--- src/rtl/param_sync_fifo.sv ---
// -----------------------------------------------------------------------------
// param_sync_fifo
//
// Single-clock FIFO with configurable width/depth, almost-full/almost-empty
// thresholds, sticky overflow/underflow flags, synchronous flush and a choice
// of registered-read or first-word-fall-through output.
//
// Parameters
//   DATA_W     data width in bits
//   DEPTH      number of entries (power of two, >= 2)
//   AF_THRESH  almost_full asserted when count >= AF_THRESH (1..DEPTH)
//   AE_THRESH  almost_empty asserted when count <= AE_THRESH (0..DEPTH-1)
//   FWFT       0: Rdata is a register loaded on each read accept
//              1: Rdata shows the head entry whenever the FIFO is not empty
//
// Ports
//   clk           clock, all logic on the rising edge
//   rst           synchronous active-high reset
//   flush         synchronous clear of pointers and count
//   err_clr       clears the sticky overflow/underflow flags
//   wr, Wdata     write request and data
//   rd            read request (FWFT=1: pop of the head entry)
//   Rdata         read data
//   full, empty   count == DEPTH / count == 0
//   almost_full   count >= AF_THRESH
//   almost_empty  count <= AE_THRESH
//   count         current occupancy
//   overflow      sticky: write attempted while full
//   underflow     sticky: read attempted while empty
// -----------------------------------------------------------------------------
module param_sync_fifo #(
    parameter int DATA_W    = 8,
    parameter int DEPTH     = 8,
    parameter int AF_THRESH = DEPTH - 2,
    parameter int AE_THRESH = 2,
    parameter int FWFT      = 0
) (
    input  logic                     clk,
    input  logic                     rst,
    input  logic                     flush,
    input  logic                     err_clr,
    input  logic                     wr,
    input  logic [DATA_W-1:0]        Wdata,
    input  logic                     rd,
    output logic [DATA_W-1:0]        Rdata,
    output logic                     full,
    output logic                     empty,
    output logic                     almost_full,
    output logic                     almost_empty,
    output logic [$clog2(DEPTH):0]   count,
    output logic                     overflow,
    output logic                     underflow
);

    localparam int AW = $clog2(DEPTH);
    localparam int CW = AW + 1;

    // Storage: no reset so it maps onto RAM primitives.
    logic [DATA_W-1:0] mem [DEPTH];

    logic [AW-1:0] wptr_reg, wptr_next;
    logic [AW-1:0] rptr_reg, rptr_next;
    logic [CW-1:0] count_reg, count_next;
    logic          overflow_reg, overflow_next;
    logic          underflow_reg, underflow_next;

    logic          wr_accept;
    logic          rd_accept;
    logic          mem_we;

    // Status decodes straight from the registered count.
    assign full         = (count_reg == CW'(DEPTH));
    assign empty        = (count_reg == '0);
    assign almost_full  = (count_reg >= CW'(AF_THRESH));
    assign almost_empty = (count_reg <= CW'(AE_THRESH));

    assign count     = count_reg;
    assign overflow  = overflow_reg;
    assign underflow = underflow_reg;

    // Accepts are gated by the registered flags; this is what makes a
    // simultaneous wr+rd at full pop only, and at empty push only.
    assign wr_accept = wr && !full;
    assign rd_accept = rd && !empty;

    // Flush discards any request in the same cycle, so it also blocks writes.
    assign mem_we = wr_accept && !flush && !rst;

    // -------------------------------------------------------------------------
    // Next-state logic for pointers, occupancy and error flags
    // -------------------------------------------------------------------------
    always_comb begin
        wptr_next      = wptr_reg;
        rptr_next      = rptr_reg;
        count_next     = count_reg;
        overflow_next  = overflow_reg;
        underflow_next = underflow_reg;

        if (flush) begin
            // Contents are discarded; error flags are deliberately left alone
            // so software can still see what happened before the flush.
            wptr_next  = '0;
            rptr_next  = '0;
            count_next = '0;
        end else begin
            // Pointers are exactly AW bits wide, so +1 wraps modulo DEPTH.
            if (wr_accept) begin
                wptr_next = wptr_reg + 1'b1;
            end
            if (rd_accept) begin
                rptr_next = rptr_reg + 1'b1;
            end

            unique case ({wr_accept, rd_accept})
                2'b10:   count_next = count_reg + 1'b1;
                2'b01:   count_next = count_reg - 1'b1;
                default: count_next = count_reg;
            endcase

            // Clear first, then set, so a coincident new error wins.
            if (err_clr) begin
                overflow_next  = 1'b0;
                underflow_next = 1'b0;
            end
            if (wr && full) begin
                overflow_next = 1'b1;
            end
            if (rd && empty) begin
                underflow_next = 1'b1;
            end
        end
    end

    always_ff @(posedge clk) begin
        if (rst) begin
            wptr_reg      <= '0;
            rptr_reg      <= '0;
            count_reg     <= '0;
            overflow_reg  <= 1'b0;
            underflow_reg <= 1'b0;
        end else begin
            wptr_reg      <= wptr_next;
            rptr_reg      <= rptr_next;
            count_reg     <= count_next;
            overflow_reg  <= overflow_next;
            underflow_reg <= underflow_next;
        end
    end

    // Memory write port.
    always_ff @(posedge clk) begin
        if (mem_we) begin
            mem[wptr_reg] <= Wdata;
        end
    end

    // -------------------------------------------------------------------------
    // Read port
    // -------------------------------------------------------------------------
    generate
        if (FWFT == 0) begin : g_registered_read
            logic [DATA_W-1:0] rdata_reg;

            // Loaded only on a read accept; holds otherwise (including flush).
            always_ff @(posedge clk) begin
                if (rst) begin
                    rdata_reg <= '0;
                end else if (!flush && rd_accept) begin
                    rdata_reg <= mem[rptr_reg];
                end
            end

            assign Rdata = rdata_reg;
        end else begin : g_fwft_read
            // Head entry is presented directly; meaningless while empty.
            assign Rdata = mem[rptr_reg];
        end
    endgenerate

endmodule

--- config.mk ---
export PLATFORM = sky130hd
export DESIGN_NAME = param_sync_fifo
export DESIGN_NICKNAME = d
export VERILOG_FILES = /design/src/rtl/param_sync_fifo.sv
export SDC_FILE = /design/constraint.sdc
export NUM_CORES = 1
export LEC_CHECK = 0
export ABC_CLOCK_PERIOD_IN_PS = 3400
export CELL_PAD_IN_SITES_DETAIL_PLACEMENT = 1
export CELL_PAD_IN_SITES_GLOBAL_PLACEMENT = 2
export CORE_MARGIN = 1.5
export CORE_UTILIZATION = 41
export CTS_BUF_LIST = sky130_fd_sc_hd__clkbuf_8
export CTS_CLUSTER_DIAMETER = 200
export DETAILED_ROUTE_END_ITERATION = 6
export GPL_ROUTABILITY_DRIVEN = 1
export PLACE_DENSITY = 0.78
export SYNTH_ARGS = -nofsm -noshare
export SYNTH_HDL_FRONTEND = slang
export SYNTH_SLANG_ARGS = --single-unit
--- constraint.sdc ---
create_clock -name clk -period 3.4 [get_ports clk]
set_input_delay 0.85 -clock clk [delete_from_list [all_inputs] [get_ports clk]]
set_output_delay 0.85 -clock clk [all_outputs]
set_load 0.01 [all_outputs]
==> run_results.csv <==
group,metric,value,unit
critical_path,worstSetupPathType,"reg -> out",
layout,diodes,0,
min_path,holdPathStages,2,
run_status,outcome,"finished clean",
synth,synth_xor_area_share,1.79,%
synth,syn-cell-area,3430,sq um
power_and_ir_drop,p_int,1.44,mW
drt,drtIter0Drc,71,
global_route,grt_pass1_wl,10.8,mm
global_route,grt_pass1_vias,1949,
synth,synth_edf_count,64,
drt,routed_via_density,5.14,
layout,final_util,49.9,%
timing,finalHoldViolations,0,
synth,synthSimpleGateAreaFrac,11.6,%
synth,ys_ff_latch,84,
power_and_ir_drop,p_leak,1.35,nW
power_and_ir_drop,switching_share,23.1,%
clock_tree,clock_latency,350,ps
power_and_ir_drop,clockPowerShare,33.0,%
timing,rsz0062_at_grt,"false",
power_and_ir_drop,seqPwrFrac,60.1,%
layout,layout-drive-gt1-share,25.2,%
timing,setup_viol,0,
power_and_ir_drop,switchingPower,0.433,mW
critical_path,end_kind,"primary output",
layout,largest_register_ffs,64,
synth,ys_types,37,
drt,dr.pass1.iters,4,
global_route,antenna_found_initial,0,
synth,synthArstFlopShare,0,%
global_route,grt_max_degree,19,
critical_path,cp.arrival,2050,ps
layout,fin_area,4080,sq um
power_and_ir_drop,p_per_area,459,nW/um^2
clock_tree,cts_tree,"built",
critical_path,cp_max_fo,9,
synth,synth_warnings,0,
clock_tree,clkSinkCount,84,
die,die_y,94.4,um
synth,synthMuxAreaShare,10.8,%
synth,synth_nets,229,
synth,netlist_instances,210,
die,io_pins,32,
layout,nNetsFinal,276,
synth,synth_top_family_by_area,"simple AND/OR/NAND/NOR gates",
place,place_congestion,0.741,
timing,period_minus_slack,2900,ps
power_and_ir_drop,comb_power_share,6.9,%
timing,slew_viol_final,0,
die,coreArea,8180,sq um
clock_tree,cts_buffer_depth,2,
power_and_ir_drop,vdd_drop_max,0.257,mV
drt,wl_per_cell,18.6,um
timing,fin_setup_tns,0,ps
timing,timing.final.ws_setup,503,ps
synth,synthAdderAreaFrac,1.82,%
drt,via_count,1888,
critical_path,r2r_cells,10,
place,dp_hpwl,4.75,mm
layout,area_growth,18.9,%
die,die_x,94.4,um
clock_tree,post-cts-setup-buffers,0,
power_and_ir_drop,finalPower,1.87,mW
job,cap_violations,0,
clock_tree,htree_num_levels,3,
clock_tree,clk_pin_slew_worst_paths,80,ps
timing,worst_pin_slew,880,ps
timing,timing.final.crit_share,85.2,%
clock_tree,cts_buffers,9,
die,die_area,8920,sq um
place,post-place-ws,435,ps
timing,max_freq,345,MHz
drt,drc,0,
place,dpl_cell_area,3910,sq um
critical_path,crit_required,2550,ps
synth,yosys_most_used_dff,"edfxtp_1",
global_route,grt_usage,17.3,%
clock_tree,cts_root_buffer,"clkbuf_8",
drt,wl,6.83,mm
synth,avgSynthCellArea,16.3,sq um
timing,skew,11.6,ps
place,portBuffers,31,
clock_tree,ctsHoldBuffers,0,
timing,slew_headroom,41.2,%
drt,ant_nets,0,
die,rows,33,
min_path,hp-class,"reg -> reg",
synth,synth.yosys.seq_area_share,67.7,%
die,start_util,41.9,%
global_route,grt.overflow.total,0,
critical_path,cp-start-kind,"flip-flop",
clock_tree,cts_resized,0,
synth,synth_compound_area_share,3.65,%
[cells by family (layout without fill, tap and decap cells)]
logic type,count (synthesis),count (layout)
flops,84,84
simple gates,62,62
compound gates,20,20
mux,17,17
buf+inv,15,67
xor+xnor,7,7
fa+ha+maj,5,5
[critical path: stages (launching register included)]
cell,delay [ps]
dfxtp_1,410
or4_4,640
inv_1,110
clkdlybuf4s50_1,530
[through the flow]
| step | hold WS (ps) | std cells |
|---|---|---|
| after global routing | 534 | 367 |
| after global placement | 472 | 351 |
| after floorplan | 494 | 210 |
| after detailed placement | 498 | 351 |
| after CTS | 518 | 367 |
| final | 508 | 367 |
[placed cells by master (no fill, tap or decap), types with 2 or more instances in the layout]
cell | Yosys | layout
edfxtp_1 | 64 | 64
clkdlybuf4s50_1 | 0 | 31
dfxtp_1 | 20 | 20
mux4_2 | 16 | 16
nor2_1 | 15 | 15
buf_4 | 2 | 14
clkbuf_8 | 0 | 9
nand2_1 | 8 | 8
o22ai_1 | 8 | 8
nor3_2 | 8 | 8
nor2_2 | 7 | 7
inv_1 | 6 | 6
xor2_1 | 6 | 6
a21oi_1 | 5 | 5
ha_1 | 5 | 5
nand2b_1 | 4 | 4
nand3_1 | 4 | 4
or3_1 | 3 | 3
nor3_1 | 2 | 2
a211oi_1 | 2 | 2
nand3_4 | 2 | 2
o21ai_0 | 2 | 2
clkinv_1 | 0 | 2
clkinv_2 | 0 | 2
[area by class of cell]
type	instances	area [sq um]
clock buffer	9	124
clock inverter	7	42.5
fill	794	4100
inverter	6	22.5
multi-input combinational	111	1020
sequential	84	2320
tap	105	131
timing repair buffer	45	415
[cells in the mapped netlist (2+ instances only)]
cell	n	share of area, %
mux4_2	16	11
nand2b_1	4	0.73
nor3_2	8	2.3
nand2_1	8	0.88
nor2_2	7	1.3
o21ai_0	2	0.29
dfxtp_1	20	12
inv_1	6	0.66
o22ai_1	8	1.5
nand3_1	4	0.58
buf_6	3	0.99
a21oi_1	5	0.73
buf_4	2	0.44
nor3_1	2	0.29
xor2_1	6	1.5
a211oi_1	2	0.44
edfxtp_1	64	56
nor2_1	15	1.6
nand3_4	2	1.0
ha_1	5	1.8
or3_1	3	0.55
clkbuf_1	3	0.33
[per-layer routing]
metal | GRT usage [%] | part of all wire (%) | wire length [um]
met1 | 23.5 | 47 | 3180
met2 | 25.9 | 48 | 3290
met3 | 3.46 | 2.9 | 199
met4 | 9.83 | 2.4 | 161
met5 | 0 | 0 | 0
[power by group through the flow]
stage	sequential [mW]	combinational, mW	clock (mW)
final	1.12	0.130	0.617
after detailed placement	1.15	0.131	0
after global placement	1.15	0.128	0
after global routing	1.13	0.143	0.676
after floorplan	1.15	0.0726	0
after CTS	1.13	0.132	0.632
[path summary, 6_finish.rpt]
kind	startpoint	end	slack [ps]
setup / recovery	count[0]	empty	500
hold / removal	overflow	overflow	510
setup reg to reg	count[0]	count[2]	770
hold reg to reg	overflow	overflow	510
Note: power is estimated with default switching activity, not from simulation.
